**src/rtl/gsm_sms_tx_if.sv**
```systemverilog
// rtl/gsm_sms_tx_if.sv - MCU-side request/data and modem-side UART signals of the SMS sender
interface gsm_sms_tx_if;
   logic        send_req;
   logic [15:0] energy_units;
   logic        tx;
   logic        busy;
   logic        done;

   modport master (output send_req, output energy_units, input tx, input busy, input done);
   modport slave  (input send_req, input energy_units, output tx, output busy, output done);
endinterface

```
**src/rtl/gsm_sms_tx.sv**
```systemverilog
// rtl/gsm_sms_tx.sv - energy reading to BCD, sent as an ASCII 8N1 UART message to a GSM modem
// Optional feature macro: GSM_SMS_BILL_EN (appends ",B=" and a 6-digit bill of units*5)
module gsm_sms_tx #(
   parameter int CLKS_PER_BIT = 16
) (
   input  logic           clk,
   input  logic           rst_n,
   gsm_sms_tx_if.slave    sms
);

`ifdef GSM_SMS_BILL_EN
   localparam int BIN_W   = 19;
   localparam int MSG_LEN = 17;
`else
   localparam int BIN_W   = 16;
   localparam int MSG_LEN = 8;
`endif
   localparam logic [4:0]  LAST_ITER = 5'(BIN_W - 1);
   localparam logic [4:0]  LAST_BYTE = 5'(MSG_LEN);
   localparam logic [15:0] BIT_LAST  = 16'(CLKS_PER_BIT - 1);
   localparam logic [15:0] STOP_LAST = 16'(CLKS_PER_BIT - 2);

   typedef enum logic [2:0] {
      S_IDLE, S_CONVERT, S_START, S_DATA, S_STOP, S_NEXT, S_DONE
   } state_t;

   state_t             state_q, state_d;
   logic               req_prev_q, armed_q;
   logic               tx_q, tx_d;
   logic [4:0]         conv_cnt_q, conv_cnt_d;
   logic [4:0]         byte_cnt_q, byte_cnt_d;
   logic [2:0]         bit_cnt_q, bit_cnt_d;
   logic [15:0]        clk_cnt_q, clk_cnt_d;
   logic [7:0]         shreg_q, shreg_d;
   logic [BIN_W-1:0]   en_bin_q, en_bin_d;
   logic [23:0]        en_bcd_q, en_bcd_d;
   logic [BIN_W+23:0]  en_sh;
`ifdef GSM_SMS_BILL_EN
   logic [18:0]        bl_bin_q, bl_bin_d;
   logic [23:0]        bl_bcd_q, bl_bcd_d;
   logic [42:0]        bl_sh;
`endif
   logic               trigger;
   logic [7:0]         msg_byte;
   logic               busy_c, done_c;

   function automatic logic [23:0] add3(input logic [23:0] b);
      logic [23:0] r;
      r = b;
      for (int i = 0; i < 6; i++)
         if (r[4*i +: 4] >= 4'd5) r[4*i +: 4] = r[4*i +: 4] + 4'd3;
      return r;
   endfunction

   function automatic logic [7:0] asc(input logic [3:0] d);
      return 8'h30 + {4'b0000, d};
   endfunction

   // armed_q masks the first edge after reset so a level held through reset never triggers
   assign trigger = sms.send_req && !req_prev_q && armed_q;

   always_ff @(posedge clk or negedge rst_n) begin
      if (!rst_n) begin
         state_q    <= S_IDLE;
         req_prev_q <= 1'b0;
         armed_q    <= 1'b0;
         tx_q       <= 1'b1;
         conv_cnt_q <= '0;
         byte_cnt_q <= '0;
         bit_cnt_q  <= '0;
         clk_cnt_q  <= '0;
         shreg_q    <= '0;
         en_bin_q   <= '0;
         en_bcd_q   <= '0;
`ifdef GSM_SMS_BILL_EN
         bl_bin_q   <= '0;
         bl_bcd_q   <= '0;
`endif
      end else begin
         state_q    <= state_d;
         req_prev_q <= sms.send_req;
         armed_q    <= 1'b1;
         tx_q       <= tx_d;
         conv_cnt_q <= conv_cnt_d;
         byte_cnt_q <= byte_cnt_d;
         bit_cnt_q  <= bit_cnt_d;
         clk_cnt_q  <= clk_cnt_d;
         shreg_q    <= shreg_d;
         en_bin_q   <= en_bin_d;
         en_bcd_q   <= en_bcd_d;
`ifdef GSM_SMS_BILL_EN
         bl_bin_q   <= bl_bin_d;
         bl_bcd_q   <= bl_bcd_d;
`endif
      end
   end

   always_comb begin
      msg_byte = 8'h0D;
      case (byte_cnt_q)
         5'd0:    msg_byte = 8'h45;
         5'd1:    msg_byte = 8'h3D;
         5'd2:    msg_byte = asc(en_bcd_q[19:16]);
         5'd3:    msg_byte = asc(en_bcd_q[15:12]);
         5'd4:    msg_byte = asc(en_bcd_q[11:8]);
         5'd5:    msg_byte = asc(en_bcd_q[7:4]);
         5'd6:    msg_byte = asc(en_bcd_q[3:0]);
`ifdef GSM_SMS_BILL_EN
         5'd7:    msg_byte = 8'h2C;
         5'd8:    msg_byte = 8'h42;
         5'd9:    msg_byte = 8'h3D;
         5'd10:   msg_byte = asc(bl_bcd_q[23:20]);
         5'd11:   msg_byte = asc(bl_bcd_q[19:16]);
         5'd12:   msg_byte = asc(bl_bcd_q[15:12]);
         5'd13:   msg_byte = asc(bl_bcd_q[11:8]);
         5'd14:   msg_byte = asc(bl_bcd_q[7:4]);
         5'd15:   msg_byte = asc(bl_bcd_q[3:0]);
`endif
         default: msg_byte = 8'h0D;
      endcase
   end

   always_comb begin
      state_d    = state_q;
      conv_cnt_d = conv_cnt_q;
      byte_cnt_d = byte_cnt_q;
      bit_cnt_d  = bit_cnt_q;
      clk_cnt_d  = clk_cnt_q;
      shreg_d    = shreg_q;
      en_bin_d   = en_bin_q;
      en_bcd_d   = en_bcd_q;
      en_sh      = {add3(en_bcd_q), en_bin_q} << 1;
`ifdef GSM_SMS_BILL_EN
      bl_bin_d   = bl_bin_q;
      bl_bcd_d   = bl_bcd_q;
      bl_sh      = {add3(bl_bcd_q), bl_bin_q} << 1;
`endif
      case (state_q)
         S_IDLE: if (trigger) begin
            state_d    = S_CONVERT;
            conv_cnt_d = '0;
            en_bin_d   = BIN_W'(sms.energy_units);
            en_bcd_d   = '0;
`ifdef GSM_SMS_BILL_EN
            bl_bin_d   = {3'b000, sms.energy_units} + {1'b0, sms.energy_units, 2'b00};
            bl_bcd_d   = '0;
`endif
         end
         S_CONVERT: begin
            en_bcd_d = en_sh[BIN_W+23:BIN_W];
            en_bin_d = en_sh[BIN_W-1:0];
`ifdef GSM_SMS_BILL_EN
            bl_bcd_d = bl_sh[42:19];
            bl_bin_d = bl_sh[18:0];
`endif
            if (conv_cnt_q == LAST_ITER) begin
               state_d    = S_NEXT;
               byte_cnt_d = '0;
            end else begin
               conv_cnt_d = conv_cnt_q + 5'd1;
            end
         end
         // NEXT doubles as the final cycle of each stop bit, so bytes run back to back
         S_NEXT: if (byte_cnt_q == LAST_BYTE) begin
            state_d = S_DONE;
         end else begin
            state_d   = S_START;
            shreg_d   = msg_byte;
            clk_cnt_d = '0;
         end
         S_START: if (clk_cnt_q == BIT_LAST) begin
            state_d   = S_DATA;
            clk_cnt_d = '0;
            bit_cnt_d = '0;
         end else begin
            clk_cnt_d = clk_cnt_q + 16'd1;
         end
         S_DATA: if (clk_cnt_q == BIT_LAST) begin
            clk_cnt_d = '0;
            if (bit_cnt_q == 3'd7) begin
               state_d = S_STOP;
            end else begin
               bit_cnt_d = bit_cnt_q + 3'd1;
               shreg_d   = {1'b0, shreg_q[7:1]};
            end
         end else begin
            clk_cnt_d = clk_cnt_q + 16'd1;
         end
         S_STOP: if (clk_cnt_q == STOP_LAST) begin
            state_d    = S_NEXT;
            byte_cnt_d = byte_cnt_q + 5'd1;
         end else begin
            clk_cnt_d = clk_cnt_q + 16'd1;
         end
         S_DONE:  state_d = S_IDLE;
         default: state_d = S_IDLE;
      endcase
      case (state_d)
         S_START: tx_d = 1'b0;
         S_DATA:  tx_d = shreg_d[0];
         default: tx_d = 1'b1;
      endcase
   end

   always_comb begin
      busy_c = 1'b0;
      done_c = 1'b0;
      case (state_q)
         S_CONVERT, S_START, S_DATA, S_STOP, S_NEXT: busy_c = 1'b1;
         S_DONE:  done_c = 1'b1;
         default: ;
      endcase
   end

   assign sms.tx   = tx_q;
   assign sms.busy = busy_c;
   assign sms.done = done_c;

endmodule
```
**src/flat_wrapper.sv**
```systemverilog
// flat-port wrapper written by rule: the top's interface ports become plain ports
module gsm_sms_tx_flat 
#(
   parameter int CLKS_PER_BIT = 16
)
  (clk, rst_n, sms_send_req, sms_energy_units, sms_tx, sms_busy, sms_done);
  gsm_sms_tx_if sms_i ();
  input  logic clk;
  input  logic rst_n;
  input wire logic [$bits(sms_i.send_req)-1:0] sms_send_req;
  input wire logic [$bits(sms_i.energy_units)-1:0] sms_energy_units;
  output wire logic [$bits(sms_i.tx)-1:0] sms_tx;
  output wire logic [$bits(sms_i.busy)-1:0] sms_busy;
  output wire logic [$bits(sms_i.done)-1:0] sms_done;
  assign sms_i.send_req = sms_send_req;
  assign sms_i.energy_units = sms_energy_units;
  assign sms_tx = sms_i.tx;
  assign sms_busy = sms_i.busy;
  assign sms_done = sms_i.done;
  gsm_sms_tx #(.CLKS_PER_BIT(CLKS_PER_BIT)) u_core (.clk(clk), .rst_n(rst_n), .sms(sms_i));
endmodule
```
**config.mk**
```make
export PLATFORM = sky130hd
export DESIGN_NAME = gsm_sms_tx_flat
export DESIGN_NICKNAME = d
export VERILOG_FILES = /design/src/rtl/gsm_sms_tx_if.sv /design/src/rtl/gsm_sms_tx.sv /design/src/flat_wrapper.sv
export SDC_FILE = /design/constraint.sdc
export NUM_CORES = 1
export LEC_CHECK = 0
export CORE_UTILIZATION = 35
export DETAILED_ROUTE_END_ITERATION = 8
export PLACE_DENSITY = 0.57
export SYNTH_ARGS = -nofsm -noshare
export SYNTH_HDL_FRONTEND = slang
export SYNTH_SLANG_ARGS = --single-unit
```
**constraint.sdc**
```tcl
create_clock -name clk -period 2.05 [get_ports clk]
set_clock_uncertainty 0.05 [all_clocks]
set_input_delay 0.3075 -clock clk [delete_from_list [all_inputs] [get_ports clk]]
set_output_delay 0.3075 -clock clk [all_outputs]
set_load 0.02 [all_outputs]
```
==> flow_summary.json, run 1 <==
{
  "status": "finished clean",
  "async_reset_ff_share_pct": 100,
  "layout_common_cells": "dfrtp_1 (75), nand2_1 (57), o21ai_0 (38)",
  "syn2layout_area_growth_pct": 23.4,
  "crit_type": "reg2reg",
  "dpl.hpwl_um": 6880,
  "nets": 547,
  "grt_use_total_pct": 16.2,
  "hold_class": "in2async",
  "pin_count": 22,
  "worstSetupEndpointType": "flip-flop",
  "drc_errors": 0,
  "ant_nets": 0,
  "pwr_density_cell_nw_per_um2": 568,
  "cts-root-buf": "clkbuf_16",
  "ys_types": 68,
  "syn_inst": 464,
  "cp.arrival_ps": 2240,
  "finalSetupTns_ps": 0,
  "die_h_um": 115,
  "fin_crit_ps": 2010,
  "final_cells": 685,
  "gr-total-overflow": 0,
  "drt-vias-per-instance": 5.34,
  "placed_cells": 658,
  "grt_pass1_vias": 3549,
  "final_common_cell": "dfrtp_1",
  "first_pass_iters": 5,
  "io_buffers": 21,
  "dpl-instance-area_um2": 5000,
  "yosys.area.top_type": "dfrtp_1",
  "grt_pass1_wl_um": 17000,
  "dieArea_um2": 13300,
  "drt_iter0_markers": 166,
  "htree_levels": 3,
  "synth_top_area_share_pct": 42.9,
  "cts_sinks": 78,
  "synth.ff_latch_count": 78,
  "cts_tree": "done",
  "place_congestion": 0.790,
  "hold_viol_final": 0,
  "synth_edf_count": 0,
  "maxCapViolCount": 0,
  "syn_avg_cell_area_um2": 9.68,
  "synth-seq-area-share_pct": 43.5,
  "fmax_mhz": 497,
  "drive_gt1_share_pct": 18.7,
  "antenna_found_initial": 0,
  "routed_wl_um": 10300,
  "die_w_um": 115,
  "clockBufferDepth": 2,
  "num_vias": 3660,
  "vdd_drop_max_uv": 364,
  "finalCritPeriodShare_pct": 98.2,
  "final_cell_area_um2": 5540,
  "clock_latency_ps": 340,
  "start_util_pct": 35.7,
  "p_leak_nw": 2.15,
  "grt_max_degree": 50,
  "routedWlPerCell_um": 15.0,
  "antenna_cells": 0,
  "clkSlewWorstSetupHoldPaths_ps": 70,
  "ff2ff_path_depth": 7,
  "path_max_fanout": 6,
  "yosysWarnings": 0,
  "slew_viol_final": 0,
  "synth_nets": 503,
  "synthesis.area_um2": 4490,
  "setup_viol": 0,
  "synthFlopType": "dfrtp_1",
  "numCtsBuffers": 9,
  "required_ps": 2270,
  "core_area_um2": 12600,
  "setup.worst_path.start_class": "flip-flop",
  "fillers": 1224,
  "num_rows": 41,
  "rsz0062_at_grt": "yes",
  "synth_area_leaders": "dfrtp_1 (43%), ha_1 (5.6%), nand2_1 (4.8%)"
}
registers in the layout (all words and copies together), names as in the netlist:
register           count
u_core.armed_q         1
u_core.byte_cnt_q      5
u_core.sms.tx          1
u_core.conv_cnt_q      5
u_core.shreg_q         7
u_core.clk_cnt_q      16
u_core.en_bin_q       16
u_core.bit_cnt_q       3
u_core.en_bcd_q       20
u_core.state_q         3
u_core.req_prev_q      1
cell families after synthesis:
family	share of synthesized area, %
buf+inv	4.71
fa+ha+maj	5.57
other cells	0.0835
xor+xnor	2.92
flops	43.5
compound gates	19.4
simple gates	19.6
mux	4.29
critical path, cell delays in order, from the launching register on:
cell	delay [ps]
dfrtp_2	420
inv_2	80
ha_4	170
nor4bb_4	170
a21oi_4	350
o221ai_4	190
or3_4	400
a21oi_2	110
cell type report:
cell class                      count  area (um2)  share of cell area, %
Clock buffer                        9         225                   4.06
Clock inverter                      7        55.1                  0.993
Inverter                           20        75.1                   1.35
Multi-Input combinational cell    344        2520                   45.5
Sequential cell                    78        1960                   35.3
Tap cell                          172         215                   3.88
Timing Repair Buffer               55         497                   8.96
layer usage:
metal	part of all wire, %	up-vias	track usage [%]	wire length [um]
met5	0	-	0	0
met4	1.1	0	4.94	110
met3	2.4	9	2.95	247
met2	48	50	26.7	4900
met1	49	1813	21.7	5020
li1	-	1788	-	-
report_power, final:
part | internal, W | leakage (nW) | switching [W]
logic | 0.0000353 | 1.09 | 0.0000366
registers | 0.00154 | 0.928 | 0.000000307
clock network | 0.000833 | 0.133 | 0.000703
synthesized netlist by cell type, drive strengths merged (5+ instances only):
cell and number:
o21ai 42, clkbuf 8, nand3 16, a21oi 33, o22ai 13, nand4 8, a32o 5, xnor2 7
xor2 8, nor3 6, ha 20, inv 20, or3 12, nor2 21, buf 17, mux2i 17
nand2b 10, nand2 57, dfrtp 77, o31ai 6
through the flow:
| step | worst slack [ps] | hold WS, ps | power, W | util, % |
|---|---|---|---|---|
| after floorplan | 101 | -38.1 | 0.00157 | - |
| after global placement | 65.6 | 233 | 0.00164 | 39.8 |
| after detailed placement | 15.0 | 232 | 0.00164 | 39.8 |
| after CTS | -0.106 | 404 | 0.00318 | 42.2 |
| after global routing | -66.1 | 401 | 0.00326 | 44.1 |
| final | 37.8 | 403 | 0.00315 | 44.1 |
final timing paths:
path	slack (ps)	from	end
max reg2reg	40	u_core.byte_cnt_q[0]	u_core.clk_cnt_q[10]
min reg2reg	430	u_core.en_bin_q[2]	u_core.en_bin_q[3]
max in group asynchronous	910	rst_n	u_core.clk_cnt_q[0]
min in group clk	400	sms_send_req	u_core.req_prev_q
min	400	rst_n	u_core.en_bcd_q[13]
max	40	u_core.byte_cnt_q[0]	u_core.clk_cnt_q[10]
what timing repair did:
action                     4_1_cts  5_1_grt
setup endpoints to repair        3       28
hold buffers                     1        0
cloned                           0        3
resized for setup                1       35
hold endpoints to repair        28        0
pin swaps                        1       15
buffers inserted                 0        7
Note: power is estimated with default switching activity, not from simulation.
==> run 2: changes to the inputs <==
- CORE_MARGIN: default -> 3
- SKIP_CTS_REPAIR_TIMING: default -> 1
==> flow_summary.json, run 2 (synthesis gave the netlist of run 1 again) <==
{
  "seq_area_um2": 1960,
  "cp.arrival_ps": 2130,
  "finalCritPeriodShare_pct": 95.8,
  "num_rows": 40,
  "fmax_mhz": 509,
  "worstSetupEndpointType": "flip-flop",
  "die_h_um": 119,
  "reg_top3": "u_core.en_bcd_q (20), u_core.clk_cnt_q (16), u_core.en_bin_q (16)",
  "grt_pass1_wl_um": 16900,
  "drc_errors": 0,
  "fin_crit_ps": 1960,
  "largest_reg_flops": 20,
  "path_max_fanout": 10,
  "hold_class": "in2async",
  "syn2layout_area_growth_pct": 23.4,
  "pwr_density_cell_nw_per_um2": 636,
  "crit_type": "reg2reg",
  "clock_latency_ps": 340,
  "cts_sinks": 78,
  "p_leak_nw": 2.17,
  "final_common_cell": "dfrtp_1",
  "vdd_drop_max_uv": 463,
  "htree_levels": 3,
  "dpl-instance-area_um2": 5020,
  "required_ps": 2220,
  "top_register": "u_core.en_bcd_q",
  "maxCapViolCount": 0,
  "start_util_pct": 36.6,
  "layout_common_cells": "dfrtp_1 (75), nand2_1 (57), o21ai_0 (36)",
  "clockBufferDepth": 2,
  "tightestPinTransition_ps": 504,
  "grt_max_degree": 48,
  "routed_wl_um": 10200,
  "routedWlPerCell_um": 15.1,
  "drive_gt1_share_pct": 16.4,
  "dieArea_um2": 14200,
  "clkSlewWorstSetupHoldPaths_ps": 70,
  "setup_viol": 0,
  "layout_setup_ws_ps": 86.8,
  "grt_pass1_vias": 3392,
  "die_w_um": 119,
  "slew_viol_final": 0,
  "ant_nets": 0,
  "pin_count": 22,
  "antenna_found_initial": 0,
  "multi_input_area_um2": 2460,
  "grt_use_total_pct": 14.5,
  "num_vias": 3587,
  "final_cell_area_um2": 5540,
  "setup.worst_path.start_class": "flip-flop",
  "rsz0062_at_grt": "yes",
  "dpl.hpwl_um": 6940,
  "drt-vias-per-instance": 5.32,
  "first_pass_iters": 4,
  "maxSlewHeadroom_pct": 65.5,
  "antenna_cells": 0,
  "gr-total-overflow": 0,
  "drt_iter0_markers": 213,
  "cts-root-buf": "clkbuf_16",
  "status": "finished clean",
  "nets": 540,
  "cts_tree": "done",
  "io_buffers": 21,
  "post-place-ws_ps": -12.1,
  "ff2ff_path_depth": 7,
  "place_congestion": 0.861,
  "core_area_um2": 12300,
  "numCtsBuffers": 9,
  "hold_viol_final": 0,
  "fillers": 1147
}
[run 2: power breakdown]
part	total, W	leakage [nW]	internal [W]	switching, W
Sequential	0.00154	0.928	0.00154	0.000000302
Combinational	0.0000720	1.07	0.0000354	0.0000366
Clock	0.00191	0.173	0.00121	0.000703
[run 2: area by class of cell]
| class | count | area share [%] |
|---|---|---|
| Clock buffer | 9 | 4.06 |
| Clock inverter | 7 | 2.30 |
| Inverter | 20 | 1.35 |
| Multi-Input combinational cell | 343 | 44.4 |
| Sequential cell | 78 | 35.3 |
| Tap cell | 168 | 3.79 |
| Timing Repair Buffer | 49 | 8.81 |
[run 2: final timing paths]
check	from	to	slack [ps]
min in group clk	sms_send_req	u_core.req_prev_q	420
worst min-delay path	rst_n	u_core.en_bcd_q[16]	410
max in group asynchronous	rst_n	u_core.clk_cnt_q[3]	920
worst max-delay path	u_core.clk_cnt_q[0]	u_core.clk_cnt_q[1]	90
worst min register to register	u_core.conv_cnt_q[4]	u_core.conv_cnt_q[4]	430
worst max register to register	u_core.clk_cnt_q[0]	u_core.clk_cnt_q[1]	90
[run 2: through the flow]
step                hold slack [ps]  cells  setup TNS, ps  total power (W)  util, %
finish                          407    674              0          0.00353     45.2
global route                    415    674           -221          0.00363     45.2
CTS                            -129    670           -299          0.00356     43.9
detailed placement              236    654          -14.6          0.00164     41.0
global placement                237    654              0          0.00164     41.0
floorplan                     -38.1    464              0          0.00157        -
[run 2: layer usage]
metal | part of all wire (%) | vias up | global-route usage [%]
li1 | - | 1772 | -
met1 | 49 | 1754 | 20.5
met2 | 47 | 51 | 22.9
met3 | 2.9 | 10 | 2.75
met4 | 1.0 | 0 | 3.55
met5 | 0 | - | 0
[run 2: critical path, stage by stage (launching register included)]
cell and delay (ps):
dfrtp_1 440, inv_1 80, ha_1 150, nand4_1 130, or3_4 440, o22ai_4 270
nand2b_1 180, o21ai_0 90
==> run 3: changes to the inputs <==
- CORE_UTILIZATION: 35 -> 40
- PLACE_DENSITY: 0.57 -> 0.63
- RECOVER_POWER: default -> 25
- SKIP_CTS_REPAIR_TIMING: 1 -> default
==> flow_summary.json, run 3 (synthesis gave the netlist of run 1 again) <==
{
  "num_rows": 38,
  "final_common_cell": "dfrtp_1",
  "drt_iter0_markers": 244,
  "slew_viol_final": 0,
  "required_ps": 2270,
  "gr-total-overflow": 0,
  "power_switching_w": 0.000578,
  "ant_nets": 0,
  "p_comb_share_pct": 2.4,
  "nets": 538,
  "crit_chain": "inv_2 > ha_4 > nor4bb_4 > a21oi_4 > o221ai_4 > or3_1 > a21oi_1",
  "tightestPinTransition_ps": 1000,
  "maxSlewHeadroom_pct": 33.1,
  "p_leak_nw": 2.09,
  "cts-root-buf": "clkbuf_8",
  "path_max_fanout": 9,
  "crit_type": "reg2reg",
  "reg_top3": "u_core.en_bcd_q (20), u_core.clk_cnt_q (16), u_core.en_bin_q (16)",
  "cts_tree": "done",
  "hold_viol_final": 0,
  "io_buffers": 21,
  "die_w_um": 112,
  "rsz0062_at_grt": "yes",
  "first_pass_iters": 5,
  "numCtsBuffers": 9,
  "grt_use_total_pct": 16.0,
  "drive_gt1_share_pct": 15.3,
  "pin_count": 22,
  "antenna_found_initial": 0,
  "routed_wl_um": 9730,
  "start_util_pct": 41.3,
  "maxCapViolCount": 0,
  "routedWlPerCell_um": 15.1,
  "finalCritPeriodShare_pct": 96.7,
  "worstSetupEndpointType": "flip-flop",
  "cts_sinks": 78,
  "grt_max_degree": 40,
  "grt_pass1_vias": 3497,
  "critPathMaxStageDelay_ps": 430,
  "antenna_cells": 0,
  "dpl.hpwl_um": 6850,
  "finalSetupTns_ps": 0,
  "place_congestion": 0.893,
  "syn2layout_area_growth_pct": 18.3,
  "status": "finished clean",
  "drt-vias-per-instance": 5.57,
  "htree_levels": 3,
  "clock_latency_ps": 350,
  "internal-power_w": 0.00241,
  "layout_common_cells": "dfrtp_1 (75), nand2_1 (57), o21ai_0 (40)",
  "fin_crit_ps": 1980,
  "die_h_um": 112,
  "grt_pass1_wl_um": 16500,
  "utilization_pct": 48.8,
  "clkSlewWorstSetupHoldPaths_ps": 70,
  "setup_viol": 0,
  "pwr_density_cell_nw_per_um2": 562,
  "vdd_drop_max_uv": 325,
  "largest_reg_flops": 20,
  "top_register": "u_core.en_bcd_q",
  "dieArea_um2": 12500,
  "seq_power_share_pct": 51.5,
  "switching_share_pct": 19.3,
  "clockPowerShare_pct": 46.1,
  "num_vias": 3583,
  "fmax_mhz": 504,
  "setup.worst_path.start_class": "flip-flop",
  "hold_class": "reg2reg",
  "cp.arrival_ps": 2210,
  "cp_slowest_cell": "dfrtp_2",
  "drc_errors": 0,
  "core_area_um2": 10900,
  "clockBufferDepth": 2
}
[run 3: layout make-up]
type / count / area (um2)
Inverter: 20 / 75.1
Timing Repair Buffer: 48 / 433
Tap cell: 140 / 175
Sequential cell: 78 / 1960
Clock inverter: 4 / 95.1
Fill cell: 986 / 5580
Clock buffer: 11 / 141
Multi-Input combinational cell: 342 / 2440
[run 3: stage by stage]
step	setup WS [ps]	instance area, um2	total power (W)	std cells	hold slack (ps)
3_3_place_gp	77.9	4930	0.00164	622	271
3_5_place_dp	22.0	4930	0.00164	622	271
6_report	67.0	5310	0.00299	643	432
5_1_grt	-49.8	5310	0.00311	643	464
2_1_floorplan	101	4490	0.00157	464	-38.1
4_1_cts	5.15	5180	0.00303	638	370
[run 3: final timing paths]
check,cells after the start,slack [ps],endpoint,from
setup reg to reg,7,70,u_core.clk_cnt_q[8],u_core.byte_cnt_q[0]
hold / removal,2,430,u_core.en_bcd_q[0],u_core.en_bin_q[15]
min in group asynchronous,2,620,u_core.en_bcd_q[15],rst_n
max in group asynchronous,3,510,u_core.clk_cnt_q[0],rst_n
hold reg to reg,2,430,u_core.en_bcd_q[0],u_core.en_bin_q[15]
setup / recovery,7,70,u_core.clk_cnt_q[8],u_core.byte_cnt_q[0]
[run 3: metal layers]
layer / part of all wire, % / track usage (%) / vias up
met3: 3.0 / 2.50 / 15
met5: 0 / 0 / -
li1: - / - / 1756
met2: 48 / 26.0 / 70
met1: 46 / 21.6 / 1742
met4: 2.1 / 6.25 / 0
[run 3: power by group through the flow]
| stage | clock (W) | combinational [W] | sequential (W) |
|---|---|---|---|
| finish | 0.00138 | 0.0000711 | 0.00154 |
| global route | 0.00149 | 0.0000806 | 0.00154 |
| CTS | 0.00141 | 0.0000759 | 0.00154 |
| detailed placement | 0 | 0.0000739 | 0.00157 |
| global placement | 0 | 0.0000736 | 0.00157 |
| floorplan | 0 | 0.00000110 | 0.00157 |
[run 3: repair_timing]
item                       in CTS  in global routing
cloned                          0                  1
pin swaps                       0                  9
hold endpoints to repair       37                  0
setup endpoints to repair       2                 25
buffers inserted                0                  4
resized for setup               2                 22
hold buffers                    1                  0
[run 3: worst max-delay path: cells and delay by family (launching register included)]
kind	cells	cell delay, ps
adder cells (fa/ha/maj)	1	180
AO/OA/AOI/OAI	3	630
flip-flops	1	430
buffers and inverters	1	90
AND/OR/NAND/NOR	2	540
